### src/rtl/sys_array_pkg.sv
// Shared types and constants for the systolic-array sequencer.
package sys_array_pkg;
  localparam int DEF_DATA_W    = 16;
  localparam int DEF_N         = 3;
  localparam int DEF_ACC_W     = 32;
  localparam int DEF_ARRAY_LAT = 10;

  typedef enum logic [1:0] {LOAD, CLEAR, RUN, HOLD} ctrl_state_t;

  // LSB of element idx in a flattened bus; element 0 sits in the MSBs.
  function automatic int elem_lsb(input int idx, input int ne, input int w);
    return (ne - 1 - idx) * w;
  endfunction
endpackage

### src/rtl/coef_buf.sv
// Kernel register file with per-element written mask; writes only land while wr_gate is high.
module coef_buf import sys_array_pkg::*; #(
  parameter int NUM_LANES = 9,
  parameter int VEC_W     = 16
) (
  input  logic                       clk,
  input  logic                       reset_n,
  input  logic                       wr_gate,
  input  logic                       wr_en,
  input  logic [3:0]                 wr_addr,
  input  logic [VEC_W-1:0]           wr_data,
  output logic [NUM_LANES*VEC_W-1:0] kernel,
  output logic                       kernel_valid
);
  logic [NUM_LANES-1:0] mask;

  for (genvar i = 0; i < NUM_LANES; i++) begin : g_lane
    logic [VEC_W-1:0] q;
    logic             seen;
    always_ff @(posedge clk or negedge reset_n) begin
      if (!reset_n) begin
        q    <= '0;
        seen <= 1'b0;
      end else if (wr_gate && wr_en && wr_addr == 4'(i)) begin
        q    <= wr_data;
        seen <= 1'b1;
      end
    end
    assign kernel[elem_lsb(i, NUM_LANES, VEC_W) +: VEC_W] = q;
    assign mask[i] = seen;
  end

  assign kernel_valid = &mask;
endmodule

### src/rtl/sys_array_ctrl.sv
// Sequencer for the 3x3 systolic array: gathers a window, clears the array,
// waits its fixed latency and hands the captured result out on valid/ready.
module sys_array_ctrl import sys_array_pkg::*; #(
  parameter int DATA_W    = DEF_DATA_W,
  parameter int N         = DEF_N,
  parameter int ACC_W     = DEF_ACC_W,
  parameter int ARRAY_LAT = DEF_ARRAY_LAT
) (
  input  logic                  clk,
  input  logic                  reset_n,
  input  logic                  k_wr_en,
  input  logic [3:0]            k_wr_addr,
  input  logic [DATA_W-1:0]     k_wr_data,
  output logic                  kernel_valid,
  input  logic                  win_valid,
  output logic                  win_ready,
  input  logic [DATA_W-1:0]     win_data,
  output logic [N*N*DATA_W-1:0] arr_data_a,
  output logic [N*N*DATA_W-1:0] arr_data_k,
  output logic                  arr_clr,
  input  logic [ACC_W-1:0]      arr_result,
  output logic                  res_valid,
  input  logic                  res_ready,
  output logic [ACC_W-1:0]      res_data,
  output logic                  busy
);
  localparam int NE = N * N;
  localparam int CW = $clog2(NE);
  localparam int LW = $clog2(ARRAY_LAT + 1);

  ctrl_state_t                  state, state_nx;
  logic [CW-1:0]                cnt;
  logic [LW-1:0]                lat_cnt;
  logic [NE-1:0][DATA_W-1:0]    win_buf;
  logic                         beat;

  // Handshake and status are pure state decodes, no input-to-output paths.
  assign win_ready  = (state == LOAD) && kernel_valid;
  assign beat       = win_valid && win_ready;
  assign arr_clr    = (state == CLEAR);
  assign busy       = (state != LOAD);
  assign arr_data_a = win_buf;

  coef_buf #(.NUM_LANES(NE), .VEC_W(DATA_W)) u_coef (
    .clk          (clk),
    .reset_n      (reset_n),
    .wr_gate      ((state == LOAD) || (state == HOLD)),
    .wr_en        (k_wr_en),
    .wr_addr      (k_wr_addr),
    .wr_data      (k_wr_data),
    .kernel       (arr_data_k),
    .kernel_valid (kernel_valid)
  );

  always_comb begin
    state_nx = state;
    case (state)
      LOAD:    if (beat && cnt == CW'(NE - 1)) state_nx = CLEAR;
      CLEAR:   state_nx = RUN;
      RUN:     if (lat_cnt == '0) state_nx = HOLD;
      HOLD:    if (res_ready) state_nx = LOAD;
      default: state_nx = LOAD;
    endcase
  end

  always_ff @(posedge clk or negedge reset_n) begin
    if (!reset_n) begin
      state     <= LOAD;
      cnt       <= '0;
      lat_cnt   <= '0;
      win_buf   <= '0;
      res_valid <= 1'b0;
      res_data  <= '0;
    end else begin
      state <= state_nx;
      if (beat) begin
        win_buf[CW'(NE - 1) - cnt] <= win_data;
        cnt <= (cnt == CW'(NE - 1)) ? '0 : cnt + CW'(1);
      end
      if (state == CLEAR)
        lat_cnt <= LW'(ARRAY_LAT - 1);
      else if (state == RUN && lat_cnt != '0)
        lat_cnt <= lat_cnt - LW'(1);
      if (state == RUN && lat_cnt == '0) begin
        res_data  <= arr_result;
        res_valid <= 1'b1;
      end else if (state == HOLD && res_ready) begin
        res_valid <= 1'b0;
      end
    end
  end
endmodule

### config.mk
export PLATFORM = sky130hd
export DESIGN_NAME = sys_array_ctrl
export DESIGN_NICKNAME = d
export VERILOG_FILES = /design/src/rtl/sys_array_pkg.sv /design/src/rtl/coef_buf.sv /design/src/rtl/sys_array_ctrl.sv
export SDC_FILE = /design/constraint.sdc
export NUM_CORES = 1
export LEC_CHECK = 0
export ABC_AREA = 1
export BUFFER_PORTS_ARGS = -buffer_cell sky130_fd_sc_hd__buf_2
export CELL_PAD_IN_SITES_DETAIL_PLACEMENT = 1
export CELL_PAD_IN_SITES_GLOBAL_PLACEMENT = 1
export CORE_ASPECT_RATIO = 1.1
export CORE_MARGIN = 3
export CORE_UTILIZATION = 30
export CTS_CLUSTER_SIZE = 8
export DETAILED_ROUTE_END_ITERATION = 6
export GPL_TIMING_DRIVEN = 0
export PLACE_DENSITY = 0.68
export SYNTH_ARGS = -nofsm -noshare
export SYNTH_HDL_FRONTEND = slang
export SYNTH_SLANG_ARGS = --single-unit
### constraint.sdc
create_clock -name clk -period 4.9 [get_ports clk]
set_clock_uncertainty 0.05 [all_clocks]
set_input_delay 0.245 -clock clk [delete_from_list [all_inputs] [get_ports clk]]
set_output_delay 0.245 -clock clk [all_outputs]
set_load 0.01 [all_outputs]
# Word level (Yosys, flattened, before mapping)
# Index checks and enable logic that the tools add are counted.
# classes
n_mux,12
reduce_logical,27
order_cmp,2
add_sub_neg,3
n_eq_ne,15
# op_table
cell,n
$bwmux 144,1
$demux 16 s4,1
$logic_and 1x1->1,17
$eq 4x3->1 const B,4
$mux 16,1
$mux 4,3
$reduce_and 9->1,1
$eq 4x2->1 const B,2
$eq 4x4->1 const B,2
$logic_not 4->1,2
$pmux 2 s4,1
$mux 2,3
$reduce_bool 2->1,3
$lt 4x5->1 const B,1
$add 4x1->4 const B,1
$eq 2x2->1 const B,2
$eq 4x1->1 const B,1
$ge 4x1->1 const B,1
$ne 2x2->1 const B,2
$reduce_bool 4->1,1
$sub 4x1->4 const B,1
$sub 4x4->4 const A,1
$reduce_and 3->1,1
$eq 2x1->1 const B,1
other kinds (4),5
# totals
ff_bits,340
output_inout_bits,325
input_bits,73
word_cells,91

# Depth between registers and ports, before layout
# Gate-level depths: netlist (run 1).
# logic_depth
ltp_word,6
ltp_mapped,11

# By module
# Synthesis (run 1) repeated with hierarchy kept, for this count alone.
# hier_totals
hier_cells,1586
area_unflattened_um2,14258.7
# modules_own_cells
mod,cells_per_inst,n_inst,area_each_um2,seq_area_each_um2
sys_array_ctrl,896,1,7941.4,4679.5
coef_buf,690,1,6317.3,3828.7

# Worst setup path after synthesis (run 1)
# No wires, ideal clock.
# synth_timing
path_type,register -> register
startpoint,register cnt[0]
endpoint,"register win_buf, in the netlist arr_data_a[101]"
path_slack_ps,2973
path_buffers,1
arrival_ps,1760
synth_period_minus_slack_ps,1927
required_time_ps,4733
stages_incl_launch_ff,10
cell_sequence,dfrtp_1 > inv_1 > ha_1 > xnor2_1 > nand2_4 > nor2_4 > nand2_4 > buf_6 > nand2_1 > nand2_1
# synth_via
elab_chain_cells,6
elab_cells_between_ends,7
# synth_lines
element,line_no,text
from (decl),sys_array_ctrl.sv:32,logic [CW-1:0] cnt;
from (signal assigned),sys_array_ctrl.sv:78,cnt <= (cnt == CW'(NE - 1)) ? '0 : cnt + CW'(1);
$sub 4x4->4 (*),sys_array_ctrl.sv:77,win_buf[CW'(NE - 1) - cnt] <= win_data;
$lt 4x5->1 (not written as such) / $ge 4x1->1 (equally long branches),sys_array_ctrl.sv:77,
$logic_and 1x1->1 (not written as such),sys_array_ctrl.sv:77,
$mux 16 (not written as such),sys_array_ctrl.sv:77,
$demux 16 s4 (*),sys_array_ctrl.sv:77,
$bwmux 144 (*),sys_array_ctrl.sv:77,
"to (signal, indexed assignment)",sys_array_ctrl.sv:77,
to (decl),sys_array_ctrl.sv:34,logic [NE-1:0][DATA_W-1:0] win_buf;
# Mark *: on every way between the ends. The rest lies on a longest branch, timed or not.
# A chain may end at the register's enable or synchronous reset.

# Final worst setup path (run 1)
# layout_timing
startpoint,register state[0]
endpoint,register u_coef.g_lane[2].q[6]
# layout_via
elab_chain_cells,4
elab_cells_between_ends,5
# layout_lines
element,line_no,text
from (decl),sys_array_ctrl.sv:31,"ctrl_state_t state, state_nx;"
from (signal assigned),sys_array_ctrl.sv:75,state <= state_nx;
$eq 2x2->1 / $logic_not 2->1 (equally long branches),sys_array_ctrl.sv:47,".wr_gate ((state == LOAD) || (state == HOLD)),"
$logic_or 1x1->1 (*),sys_array_ctrl.sv:47,
$logic_and 1x1->1 (*) (2 in series),coef_buf.sv:24,end else if (wr_gate && wr_en && wr_addr == 4'(i)) begin
to (signal assigned),coef_buf.sv:25,q <= wr_data;
to (decl),coef_buf.sv:18,logic [VEC_W-1:0] q;
# Marked as above.

==> summary.md, run 1 <==
| Metric | Value |
|---|---|
| Outcome | finished, final reports clean |
| Crit path launch type | register |
| Num rows | 80 |
| Synthesized area | 0.0134 mm2 |
| Drc violations | 0 |
| Post-DR vias/cell | 4.76 |
| Port bufs | 381 |
| Setup violators final | 0 |
| Cell count after synthesis | 1344 |
| Hold path depth | 3 |
| Fin area | about 0.018 mm2 |
| Root Driver | clkbuf_16 |
| DR vias | approximately 11000 |
| Crit path max fanout | 10 |
| Syn nets | 1429 |
| Total grt overflow | 0 |
| Synthesized flop and latch total | 340 |
| R2R depth | 8 |
| Starting Density | 30.6% |
| Cells along the critical path | inv_1, ha_1, nor2_1, inv_1, nor3_1, nand2_1, clkbuf_1, o21ai_0 |
| Post-synthesis sequential area ratio | 63.6% |
| Initial DRC count | between 400 and 500 |
| Initial antenna violation count | 1 |
| Overall power | 11.9 mW |
| First-pass GRT wire length | 73700 um |
| Hold Path End | u_coef.g_lane[2].q[9] |
| WP data required | 5.31 ns |
| Lkg Pwr | 9.73 nW |
| TritonRoute pass-1 iters | 4 |
| Die H | 227 um |
| Unrepaired setup endpoints after global routing | false |
| Setup ws final | between 2 and 2.5 ns |
| Final Hold Fails | 0 |
| Final nets | 1898 |
| Max incr delay on CP | 0.41 ns |
| CP most frequent cell | inv_1 |
| Synth cell types | 27 |
| Maximum VDD drop | 338 uV |
| Post-route ant nets | 0 |
| Skew-Pair Late Insertion Delay | 0.57 ns |
| Layout cells sized above 1 | between 20% and 30% |
| Power Density | 670 mW/mm2 |
| Post-Route Setup TNS | 0 ns |
| HPWL Detailed | 35300 um |
| Crit-path slowest cell | dfrtp_1 |
| Total die area | 0.0471 mm2 |
| Vias in the first global route | approximately 12000 |
| Core ar. | 0.0437 mm2 |
| Max Buffers Root-to-Sink | 3 |
| GRT Total Usage | 20.1% |
| Top Layer Used | met4 |
| MaxCap Viol Count | 0 |
| CTS tree | yes |
| Period utilization | 51.1% |
| I/O Pins | between 300 and 400 |
| Worst min path class | input pin to register |
| WL met1 | 19300 um |
| Layout area overhead | 32.5% |
| Largest net degree at the start of global routing | 106 |
| Worst slew pin tran | 0.867 ns |
| CTS Sinks | 340 |
| Worst relative slew slack | 42.2% |
| Chip width | slightly above 200 um |
| RePlAce Congestion | around 0.8 |
| H-tree Lvls | 2 |
| Reg clk slew, reported paths | 0.05 ns |
| Flop-to-flop setup slack | approximately 2.4 ns |
| Routed len/inst | 20.2 um |
| Crit path arrival time | 2.92 ns |
| Peak Freq | 400 MHz |
| Avg Inst Size Synth | 9.95 um2 |
| Post-CTS Repair Setup Buffers | 0 |
| CP endpoint kind | register |
| Reg2reg end | u_coef.g_lane[2].q[6] |
| Hold wc startpoint | k_wr_data[9] |
| Num CTS Buffers | 48 |
| Met3 wire len | 3600 um |
| WL final | 48300 um |
| Critical R2R Launch | state[0] |
| Slew Limit Fails | 0 |
| Minimum clock period | 2.50 ns |
| Met2 routed WL | approximately 24000 um |
| Synth Warn # | 0 |
| WHS | 0.0562 ns |
| Dpl cell area | ~0.016 mm2 |
| Worst slack, placed | 2.38 ns |
| Crit path kind | register to register |
| Fill count | ~5100 |
-- where the power goes --
group | internal, mW | total [mW] | switching (mW)
logic | 1.58 | 4.27 | 2.69
registers | 3.97 | 4.66 | 0.683
clock network | 1.76 | 2.95 | 1.19
-- cell usage after synthesis, drive strengths merged --
cell type / count / share of area [%]
a21oi: 3 / 0.11
buf: 35 / 1.9
clkbuf: 46 / 1.3
dfrtp: 340 / 64
ha: 12 / 1.1
inv: 52 / 1.5
mux2: 32 / 2.7
nand2: 481 / 14
nand3: 158 / 6.0
nand4: 1 / 0.047
nor2: 24 / 1.5
nor3: 5 / 0.22
o21ai: 149 / 5.6
o22ai: 1 / 0.047
or2: 1 / 0.047
xnor2: 1 / 0.066
xor2: 3 / 0.34
-- stage by stage --
stage,util (%),cells
CTS,40.5,2390
floorplan,-,1344
global route,40.5,2391
finish,40.5,2391
global placement,36.6,2299
detailed placement,36.8,2302
-- metal layers --
layer	up-vias	global-route usage, %
met5	-	0
met4	0	6.61
met3	70	6.20
met2	374	35.1
met1	5679	23.7
li1	5247	-
-- logic make-up after synthesis --
| kind of cell | synth area share [%] |
|---|---|
| simple gates | 21.8 |
| flops | 63.6 |
| compound gates | 5.74 |
| buf+inv | 4.62 |
| mux | 2.69 |
| fa+ha+maj | 1.12 |
| xor+xnor | 0.402 |
-- worst max-delay path: cells and delay by family, from the launching register on --
family	cells	cell delay, ns
buffers and inverters	3	0.57
DFF	1	0.41
AOI/OAI and AO/OA	1	0.31
adders and majority gates	1	0.37
and+or+nand+nor	3	0.68
-- timing repair --
action,4_1_cts,5_1_grt
hold buffers,35,0
resized for setup,0,0
endpoints found under the hold margin,121,0
-- flip-flops by register name, summed over array words and instances, names as in the netlist --
register and count:
state 2, arr_data_a 144, lat_cnt 4, u_coef.g_lane.seen 9, res_valid 1, u_coef.g_lane.q 144
res_data 32, cnt 4
-- placed cells by master (no fill, tap or decap), drive strengths merged --
cell         synthesis  layout
nand2              481     481
buf                 35     419
dfrtp              340     340
nand3              158     158
o21ai              149     149
clkbuf              46      96
inv                 52      54
dlygate4sd3          0      35
mux2                32      32
nor2                24      24
ha                  12      12
nor3                 5       5
a21oi                3       3
xor2                 3       3
diode                0       1
nand4                1       1
or2                  1       1
o22ai                1       1
xnor2                1       1
clkinv               0       1
-- worst max path at each step --
stage | start | to | slack, ns
2_1_floorplan | cnt[0] | arr_data_a[101] | 2.97
3_3_place_gp | reset_n | res_data[23] | -3.24
3_5_place_dp | state[0] | u_coef.g_lane[2].q[7] | 2.38
4_1_cts | state[0] | u_coef.g_lane[2].q[6] | 2.38
5_1_grt | state[0] | u_coef.g_lane[2].q[6] | 2.12
6_report | state[0] | u_coef.g_lane[2].q[6] | 2.40
-- final cells by class --
type / count / area, um2 / share of cell area (%)
flip-flops and latches: 340 / 8510 / 48.0
multi-input cells: 871 / 4250 / 24.0
repair buffers: 419 / 2350 / 13.3
clock buffers: 50 / 1230 / 6.94
well taps: 574 / 718 / 4.05
plain buffers: 81 / 423 / 2.39
inverters: 52 / 195 / 1.10
clock inverters: 3 / 45.0 / 0.254
diodes: 1 / 2.50 / 0.0141
(Power assumes the default switching activity.)
==> inputs of run 2 (changes only) <==
Settings changed: ABC_AREA 1 to 0, PLACE_DENSITY 0.68 to 0.65.
Clock period 4.9 ns to 2.41 ns, I/O delays scaled along.
==> summary.md, run 2 <==
| Metric | Value |
|---|---|
| Crit path kind | register to register |
| R2R depth | 7 (-1) |
| Register area | 0.00851 mm2 (about the same) |
| Avg Inst Size Synth | 16.4 um2 (+65%) |
| Die H | 225 um (-1.2%) |
| Critical path's top delay family | buffers and inverters |
| Drc violations | 0 (unchanged) |
| Synth area leader | dfrtp_1 |
| Buffer and inverter count on the worst path | 3 (unchanged) |
| CP Capture Point | arr_data_a[74] |
| Num CTS Buffers | 48 (unchanged) |
| First-pass GRT wire length | 59200 um (-20%) |
| Hold wc startpoint | k_wr_addr[1] |
| Largest net degree at the start of global routing | 119 (+12%) |
| Cells along the critical path | buf_4, o21a_4, o41ai_4, buf_4, nand3_2, buf_6, mux2_2 |
| Unrepaired setup endpoints after global routing | true |
| Root Driver | clkbuf_16 |
| CTS Sinks | 340 (unchanged) |
| Skew-Pair Late Insertion Delay | 0.56 ns (about the same) |
| WL final | 39400 um (-18%) |
| Post-synth EDFFs | 0 (unchanged) |
| Commonest non-fill, non-tap cells in the layout | buf_2 (399), dfrtp_1 (338), mux2_2 (310) |
| Top-count cell post-synth | dfrtp_1 |
| Post-DR vias/cell | 4.64 (-2.4%) |
| Worst min path class | input pin to register |
| Synth Warn # | 0 (unchanged) |
| Top post-synthesis cells by count | dfrtp_1 (340), mux2_2 (311), buf_2 (15), nand2_1 (14), inv_1 (13) |
| Synthesized flop and latch total | 340 (unchanged) |
| H-tree Lvls | 2 (unchanged) |
| Fill count | 4428 (-13%) |
| CP most frequent cell | buf_4 |
| Reg clk slew, reported paths | 0.05 ns (about the same) |
| Ys flop type | dfrtp_1 |
| Post-route ant nets | 0 (unchanged) |
| Period utilization | 97.2% (+46 points) |
| Synth cell types | 39 (+44%) |
| Post-synthesis sequential area ratio | 65.2% (+1.6 points) |
| Num rows | 79 (-1.3%) |
| Initial antenna violation count | 1 (unchanged) |
| Total die area | 0.0460 mm2 (-2.3%) |
| Layout area overhead | 39.8% |
| Flop-to-flop setup slack | 0.07 ns (-2.33 ns) |
| Max incr delay on CP | 0.45 ns (+0.04 ns) |
| Final Hold Fails | 0 (unchanged) |
| Reg2reg end | arr_data_a[74] |
| WHS | 0.0940 ns (+0.0378 ns) |
| Crit path max fanout | 10 (unchanged) |
| Syn nets | 881 (-38%) |
| CP endpoint kind | register |
| CTS tree | yes |
| Worst slew pin tran | 0.904 ns (+0.0369 ns) |
| Total grt overflow | 0 (unchanged) |
| Crit. Startpoint | cnt[0] |
| Final nets | 1420 (-25%) |
| Outcome | finished, final reports clean |
| RePlAce Congestion | 0.719 (-9.0%) |
| Commonest non-fill, non-tap cell in the layout | buf_2 |
| HPWL Detailed | 26400 um (-25%) |
| Setup violators final | 0 (unchanged) |
| Initial DRC count | 172 (-64%) |
| Stages on the worst setup path | 7 (-1) |
| Area contributors post-synth | dfrtp_1 (65%), mux2_2 (27%), ha_1 (1.2%), mux2_1 (0.95%), buf_2 (0.58%) |
| Max Buffers Root-to-Sink | 3 (unchanged) |
| Post-synth ARST share | 100% (unchanged) |
| Critical R2R Launch | cnt[0] |
| Peak Freq | 427 MHz (+6.8%) |
| Cell count after synthesis | 796 (-41%) |
| Crit path launch type | register |
| WP data required | 2.79 ns (-2.52 ns) |
| Finished Core Util | 42.8% (+2.3 points) |
| Core ar. | 0.0426 mm2 (-2.6%) |
| DR vias | 8847 (-22%) |
| Synth top area share | 65.2% (+1.6 points) |
| Worst relative slew slack | 39.7% (-2.5 points) |
| GRT Total Usage | 16.7% (-3.3 points) |
| Power Density | 1010 mW/mm2 (+50%) |
| Crit-path slowest cell | dfrtp_2 |
| Minimum clock period | 2.34 ns (-0.158 ns) |
| Chip width | 205 um (-1.2%) |
| Lkg Pwr | 9.71 nW (-0.21%) |
| Starting Density | 30.6% (+0.063 points) |
| Vias in the first global route | 9759 (-20%) |
| TritonRoute pass-1 iters | 4 (unchanged) |
| MaxCap Viol Count | 0 (unchanged) |
| Synthesized area | 0.0131 mm2 (-2.4%) |
| Routed len/inst | 20.7 um (+2.4%) |
| I/O Pins | 398 (unchanged) |
| Maximum VDD drop | 694 uV (+110%) |
| Slew Limit Fails | 0 (unchanged) |
| Multi-input logic area | 0.00454 mm2 (+6.8%) |
| Overall power | 18.4 mW (+55%) |
| Crit path arrival time | 2.72 ns (-0.20 ns) |
| Port bufs | 397 (+4.2%) |
| Layout cells sized above 1 | 64.5% (+35 points) |
run 2: cell types whose count changed after synthesis, sizes merged, moves of 3 or more:
cell	change
o21ai	-147
clkbuf	-36
nor4	+3
buf	-17
inv	-39
nor2	-18
nor3b	+3
nand3	-149
nand2	-467
nand2b	+10
mux2	+290
run 2: cell type report:
cell class                      count  area share (%)
Clock inverter                      3           0.123
Clock buffer                       50            6.74
Multi-Input combinational cell    415            24.9
Buffer                             23            1.22
Antenna cell                        1          0.0137
Inverter                           13           0.281
Timing Repair Buffer              494            16.2
Sequential cell                   340            46.6
Tap cell                          567            3.89
run 2: worst min-delay path, cell delays in order:
cell	delay, ns
buf_2	0.12
and3_4	0.19
mux2_2	0.22
run 2: routing by layer:
metal	vias to the layer above	global-route usage [%]	wire, um
li1	3889	-	-
met1	4599	19.2	15500
met2	295	29.2	19700
met3	64	5.85	3270
met4	0	5.58	989
met5	-	0	0
run 2: cell families after synthesis:
| kind of cell | share of synthesized area [%] |
|---|---|
| compound gates | 1.11 |
| xor+xnor | 0.201 |
| fa+ha+maj | 1.15 |
| buf+inv | 1.44 |
| flops | 65.2 |
| mux | 27.9 |
| simple gates | 2.96 |
run 2: stage by stage:
stage / setup WS, ns / instances / setup TNS (ns) / area [um2]
finish: 0.0664 / 1906 / 0 / 18200
global route: -0.0101 / 1906 / -0.0471 / 18200
CTS: -0.0599 / 1896 / -1.20 / 18100
detailed placement: -0.488 / 1762 / -75.36 / 15800
global placement: -5.49 / 1760 / -1915.95 / 15700
floorplan: 0.0143 / 796 / 0 / 13100
run 2: timing repair:
action | CTS | global route
pin swaps | 7 | 4
setup buffers | 16 | 11
endpoints found under the hold margin | 436 | 0
hold buffers | 66 | 0
gates cloned | 2 | 0
resized for setup | 72 | 32
setup endpoints to repair | 258 | 201
run 2: worst min path at each step:
stage                                  to  slack [ns]  cells past startpoint
detailed placement        arr_data_a[109]        0.22                      1
finish              u_coef.g_lane[3].q[5]        0.09                      3
global route        u_coef.g_lane[3].q[1]        0.06                      3
floorplan                   arr_data_a[0]       -0.23                      0
global placement              res_data[8]        0.30                      2
CTS                 u_coef.g_lane[3].q[3]        0.05                      3
run 2: power by group:
part           internal, mW  total, mW  leakage [nW]  switching, mW
clock network          3.55       5.89         0.618           2.34
registers              7.15       7.87          4.48          0.717
logic                  2.28       4.60          4.60           2.32
